<file path="config.mk">
export PLATFORM = sky130hd
export DESIGN_NAME = weight_buffer_loader_flat
export DESIGN_NICKNAME = d
export VERILOG_FILES = /design/src/rtl/weight_buffer_loader_if.sv /design/src/rtl/weight_buffer_loader.sv /design/src/flat_wrapper.sv
export SDC_FILE = /design/constraint.sdc
export NUM_CORES = 1
export LEC_CHECK = 0
export CORE_MARGIN = 2
export CORE_UTILIZATION = 48
export CTS_BUF_LIST = sky130_fd_sc_hd__clkbuf_4 sky130_fd_sc_hd__clkbuf_8
export DETAILED_ROUTE_END_ITERATION = 16
export MAX_ROUTING_LAYER = met4
export PLACE_DENSITY_LB_ADDON = 0.3
export RECOVER_POWER = 25
export SLEW_MARGIN = 40
export SYNTH_ARGS = -nofsm -noshare
export SYNTH_HDL_FRONTEND = slang
export SYNTH_SLANG_ARGS = --single-unit
</file>
<file path="constraint.sdc">
create_clock -name clk -period 2 [get_ports clk]
set_input_delay 0.6 -clock clk [delete_from_list [all_inputs] [get_ports clk]]
set_output_delay 0.6 -clock clk [all_outputs]
set_load 0.01 [all_outputs]
</file>
<file path="src/rtl/weight_buffer_loader_if.sv">
// Serial weight stream and weight-BRAM write port of the weight buffer loader.
// The master modport is the loader side; the slave modport is the host/memory side.
interface weight_buffer_loader_if #(
  parameter int unsigned M    = 8,
  parameter int unsigned TAPS = 18,
  parameter int unsigned AW   = 8
);
  logic                start;
  logic [M-1:0]        in_data;
  logic                in_valid;
  logic                in_ready;
  logic                wr_en;
  logic [AW-1:0]       wr_addr;
  logic [M*TAPS-1:0]   wr_data;
  logic                busy;
  logic                load_done;

  modport master (
    input  start, in_data, in_valid,
    output in_ready, wr_en, wr_addr, wr_data, busy, load_done
  );

  modport slave (
    output start, in_data, in_valid,
    input  in_ready, wr_en, wr_addr, wr_data, busy, load_done
  );
endinterface

</file>
<file path="src/rtl/weight_buffer_loader.sv">
// Packs a serial stream of weights into TAPS-wide filter words and writes
// NUM_FILTERS of them to consecutive weight-memory addresses starting at 0.
module weight_buffer_loader #(
  parameter int unsigned M           = 8,
  parameter int unsigned TAPS        = 18,
  parameter int unsigned NUM_FILTERS = 8,
  parameter int unsigned AW          = 8
) (
  input logic                 clk,
  input logic                 Rst,
  weight_buffer_loader_if.master bus
);

  localparam int unsigned CW = (TAPS > 1) ? $clog2(TAPS) : 1;
  localparam logic [CW-1:0] TapLast  = CW'(TAPS - 1);
  localparam logic [AW-1:0] AddrLast = AW'(NUM_FILTERS - 1);

  typedef enum logic [1:0] {StIdle, StFill, StWrite, StDone} state_e;

  state_e              r_state, w_state_nxt;
  logic [CW-1:0]       r_tap_cnt, w_tap_nxt;
  logic [M*TAPS-1:0]   r_shift, w_shift_nxt;
  logic [AW-1:0]       r_addr, w_addr_nxt;

  always_ff @(posedge clk) begin
    if (Rst) begin
      r_state   <= StIdle;
      r_tap_cnt <= '0;
      r_shift   <= '0;
      r_addr    <= '0;
    end else begin
      r_state   <= w_state_nxt;
      r_tap_cnt <= w_tap_nxt;
      r_shift   <= w_shift_nxt;
      r_addr    <= w_addr_nxt;
    end
  end

  always_comb begin
    w_state_nxt = r_state;
    w_tap_nxt   = r_tap_cnt;
    w_shift_nxt = r_shift;
    w_addr_nxt  = r_addr;
    unique case (r_state)
      StIdle, StDone: begin
        if (bus.start) begin
          w_state_nxt = StFill;
          w_tap_nxt   = '0;
          w_shift_nxt = '0;
          w_addr_nxt  = '0;
        end
      end
      StFill: begin
        // First accepted weight migrates up to the W00 slot at the MSB end.
        if (bus.in_valid) begin
          w_shift_nxt = {r_shift[M*(TAPS-1)-1:0], bus.in_data};
          if (r_tap_cnt == TapLast) begin
            w_tap_nxt   = '0;
            w_state_nxt = StWrite;
          end else begin
            w_tap_nxt = r_tap_cnt + CW'(1);
          end
        end
      end
      StWrite: begin
        if (r_addr == AddrLast) begin
          w_state_nxt = StDone;
        end else begin
          w_addr_nxt  = r_addr + AW'(1);
          w_state_nxt = StFill;
        end
      end
      default: w_state_nxt = StIdle;
    endcase
  end

  assign bus.in_ready  = (r_state == StFill);
  assign bus.wr_en     = (r_state == StWrite);
  assign bus.wr_addr   = r_addr;
  assign bus.wr_data   = r_shift;
  assign bus.busy      = (r_state == StFill) || (r_state == StWrite);
  assign bus.load_done = (r_state == StDone);

endmodule

</file>
<file path="src/flat_wrapper.sv">
// flat-port wrapper written by rule: the top's interface ports become plain ports
module weight_buffer_loader_flat 
#(
  parameter int unsigned M           = 8,
  parameter int unsigned TAPS        = 18,
  parameter int unsigned NUM_FILTERS = 8,
  parameter int unsigned AW          = 8
)
  (clk, Rst, bus_start, bus_in_data, bus_in_valid, bus_in_ready, bus_wr_en, bus_wr_addr, bus_wr_data, bus_busy, bus_load_done);
  weight_buffer_loader_if #(.M(M), .TAPS(TAPS), .AW(AW)) bus_i ();
  input logic clk;
  input logic Rst;
  input wire logic [$bits(bus_i.start)-1:0] bus_start;
  input wire logic [$bits(bus_i.in_data)-1:0] bus_in_data;
  input wire logic [$bits(bus_i.in_valid)-1:0] bus_in_valid;
  output wire logic [$bits(bus_i.in_ready)-1:0] bus_in_ready;
  output wire logic [$bits(bus_i.wr_en)-1:0] bus_wr_en;
  output wire logic [$bits(bus_i.wr_addr)-1:0] bus_wr_addr;
  output wire logic [$bits(bus_i.wr_data)-1:0] bus_wr_data;
  output wire logic [$bits(bus_i.busy)-1:0] bus_busy;
  output wire logic [$bits(bus_i.load_done)-1:0] bus_load_done;
  assign bus_i.start = bus_start;
  assign bus_i.in_data = bus_in_data;
  assign bus_i.in_valid = bus_in_valid;
  assign bus_in_ready = bus_i.in_ready;
  assign bus_wr_en = bus_i.wr_en;
  assign bus_wr_addr = bus_i.wr_addr;
  assign bus_wr_data = bus_i.wr_data;
  assign bus_busy = bus_i.busy;
  assign bus_load_done = bus_i.load_done;
  weight_buffer_loader #(.M(M), .TAPS(TAPS), .NUM_FILTERS(NUM_FILTERS), .AW(AW)) u_core (.clk(clk), .Rst(Rst), .bus(bus_i));
endmodule
</file>
==> impl_metrics.sql <==
INSERT INTO impl_metrics (metric_group, metric, value, unit) VALUES
('run_status', 'status', 'completed', ''),
('pwr', 'power.static_leakage', '3.38', 'nW'),
('timing', 'post-route-period-util', '98.0', '%'),
('clocking', 'post-cts-setup-buffers', '0', ''),
('grt', 'grt_pass1_vias', '4846', ''),
('synthesis', 'synth.mux.area_fraction', '0.735', '%'),
('critical_path', 'critPathMaxFanout', '3', ''),
('routing', 'final_antenna_net_count', '0', ''),
('worst_hold_path', 'hold_path.class', 'in2reg', ''),
('grt', 'pin_count_of_the_biggest_net_entering_global_routing', '60', ''),
('floorplanning', 'design.die.area', '12600', 'sq um'),
('clocking', 'cts.reportedPaths.clkPinSlew', '0.08', 'ns'),
('critical_path', 'r2r_end', 'u_core.bus.wr_data[138]', ''),
('synthesis', 'synth_xor_area_share', '0', '%'),
('floorplanning', 'core.rowCount', '39', ''),
('critical_path', 'startpoint_type', 'flop', ''),
('grt', 'grt_util_all_layers', '24.8', '%'),
('pwr', 'total_power', '6.83', 'mW'),
('synthesis', 'synth_enable_flop_cells', '0', ''),
('clocking', 'tritoncts.num_buffers', '17', ''),
('synthesis', 'synth_most_common_cell', 'sky130_fd_sc_hd__dfxtp_1', ''),
('floorplanning', 'floorplan.die.width', '112', 'microns'),
('critical_path', 'cp_slowest_cell', 'sky130_fd_sc_hd__clkdlybuf4s50_1', ''),
('routing', 'via_total_after_detailed_routing', '5191', ''),
('placement', 'post-dp-hpwl', '10.3', 'mm'),
('critical_path', 'worst_ep_required_time', '1.40', 'ns'),
('routing', 'drt_pass1_iterations', '6', ''),
('grt', 'global_route.overflow_total', '0', ''),
('critical_path', 'r2r_slack', '0.16', 'ns'),
('clocking', 'tritoncts_clock_tree', 'built', ''),
('grt', 'antenna_found_initial', '0', ''),
('worst_hold_path', 'worstHoldEndpoint', 'u_core.r_state[0]', ''),
('critical_path', 'worst_r2r_startpoint', 'u_core.r_state[0]', ''),
('pwr', 'vdd_ir_drop_max', '0.503', 'mV'),
('routing', 'routed_wirelength', '15.0', 'mm'),
('clocking', 'tritoncts_num_sinks', '159', ''),
('clocking', 'cts-root-to-sink-buffers', '2', ''),
('floorplanning', 'die-height', '112', 'microns'),
('critical_path', 'category_of_the_critical_setup_timing_path', 'reg2out', ''),
('critical_path', 'path_cells', 'clkdlybuf4s50_1', ''),
('critical_path', 'worst_path_dominant_cell_family', 'buffers and inverters', ''),
('timing', 'fmax', '510', 'MHz'),
('synthesis', 'yosys.area_share.adder', '1.56', '%'),
('timing', 'setup-violations-final', '0', ''),
('timing', 'tightest_slew', '0.438', 'ns'),
('worst_hold_path', 'timing.hold.worst_path_depth', '2', ''),
('synthesis', 'postSynth.topFlopCell', 'sky130_fd_sc_hd__dfxtp_1', ''),
('synthesis', 'async_s_r_ff_share_synth', '0', '%'),
('timing', 'fin_crit', '1.96', 'ns'),
('critical_path', 'worst-r2r-cell-count', '8', ''),
('final_layout', 'antenna_cells_inserted', '0', ''),
('final_layout', 'num-nets-final', '777', ''),
('timing', 'maxSlewHeadroom', '70.4', '%'),
('synthesis', 'ys_ff_latch', '159', ''),
('synthesis', 'mappedNetlistArea', '5620', 'sq um'),
('worst_hold_path', 'min-delay-start', 'Rst', ''),
('final_layout', 'syn2layout_area_growth', '40.4', '%'),
('timing', 'totalNegativeSetupSlack', '0', 'ns'),
('synthesis', 'synth_top_family_by_area', 'compound AO/OA/AOI/OAI gates', ''),
('timing', 'report.final.slew_viol_count', '0', ''),
('synthesis', 'synth_top_cells_by_area', 'sky130_fd_sc_hd__dfxtp_1 (57%), sky130_fd_sc_hd__a22oi_1 (20%), sky130_fd_sc_hd__nor2_1 (11%)', ''),
('synthesis', 'synth_seq_area_share', '56.7', '%'),
('flow_run', 'max_cap_viol_count', '0', ''),
('pwr', 'cellPowerDensity', '867', 'nW/um^2'),
('synthesis', 'yosysWarningCount', '0', ''),
('floorplanning', 'design.portCount', '168', ''),
('critical_path', 'largest_incremental_delay_on_the_critical_path', '0.54', 'ns'),
('critical_path', 'data_arrival_time_of_the_critical_path', '1.36', 'ns'),
('critical_path', 'cp_num_buf_inv', '1', ''),
('floorplanning', 'floorplan.core_area', '11400', 'sq um'),
('synthesis', 'synth_area_per_cell', '9.53', 'sq um');
## registers in the layout, indices dropped and copies added (netlist names)
| register | cells |
|---|---|
| u_core.r_tap_cnt | 5 |
| u_core.r_state | 2 |
| u_core.bus.wr_data | 144 |
| u_core.bus.wr_addr | 8 |
## report_power, final
part	switching, mW	internal, mW	total, mW	leakage (nW)
clock network	1.09	1.20	2.30	0.193
registers	0.0217	3.19	3.21	1.29
logic	0.836	0.488	1.32	1.91
total	1.95	4.88	6.83	3.38
## area by class of cell
class | count | area, sq um
clock buffer | 22 | 290
clock inverter | 6 | 86.3
fill | 932 | 3540
inverter | 6 | 22.5
multi-input combinational | 374 | 2230
sequential | 159 | 3200
tap | 143 | 179
timing repair buffer | 200 | 1870
## repair_timing
action	CTS	global route
hold endpoints to repair	0	0
endpoints found under the setup margin	126	28
gates resized for setup	145	29
## cells in the final DEF, fill, tap and decap left out, drive strengths merged, types with 2 or more instances in the layout
cell           instances
nor2                 159
dfxtp                159
a22oi                146
dlygate4sd2          120
buf                   30
clkbuf                28
clkdlybuf4s25         23
clkdlybuf4s50         20
nand2                 10
ha                     7
nand3                  6
inv                    6
a21oi                  5
o21ai                  4
o211ai                 3
mux2i                  3
a31oi                  3
nor3                   3
nand2b                 3
or4                    3
clkinv                 3
nand4b                 2
nand3b                 2
a21o                   2
o21bai                 2
bufinv                 2
## kinds of logic after synthesis
kind of cell	count (synthesis)
buffers and inverters	56
AO/OA/AOI/OAI	170
flip-flops	159
AND/OR/NAND/NOR	193
adder cells (fa/ha/maj)	7
multiplexers	4
## how the worst max path moves through the flow
stage / slack, ns / depth (start not counted) / end / from
final: 0.04 / 1 / bus_wr_data[78] / u_core.bus.wr_data[78]
after global routing: -0.005 / 1 / bus_wr_data[135] / u_core.bus.wr_data[135]
after CTS: 0.00007 / 1 / bus_wr_data[51] / u_core.bus.wr_data[51]
after detailed placement: -0.23 / 6 / u_core.bus.wr_data[38] / bus_start
after global placement: -0.18 / 6 / u_core.bus.wr_data[15] / bus_start
after floorplan: 0.23 / 8 / u_core.bus.wr_data[100] / u_core.r_state[0]
## stage by stage
| stage | instances | setup slack [ns] | hold WS [ns] | util, % |
|---|---|---|---|---|
| 3_5_place_dp | 882 | -0.234 | 0.493 | 66.8 |
| 5_1_grt | 910 | -0.00490 | 0.467 | 69.0 |
| 3_3_place_gp | 882 | -0.180 | 0.482 | 66.8 |
| 6_report | 910 | 0.0401 | 0.474 | 69.0 |
| 4_1_cts | 910 | 0.0000656 | 0.450 | 69.1 |
| 2_1_floorplan | 589 | 0.233 | 0.479 | - |
## routing by layer
metal / track usage (%) / wire length (microns) / up-vias / share of wire [%]
met5: - / 0 / - / 0
met4: 10.7 / 414 / 0 / 2.8
met3: 7.67 / 1000 / 32 / 6.7
met2: 37.4 / 7060 / 184 / 47
met1: 31.0 / 6550 / 2525 / 44
li1: - / - / 2450 / -
Note: power is estimated with default switching activity, not from simulation.
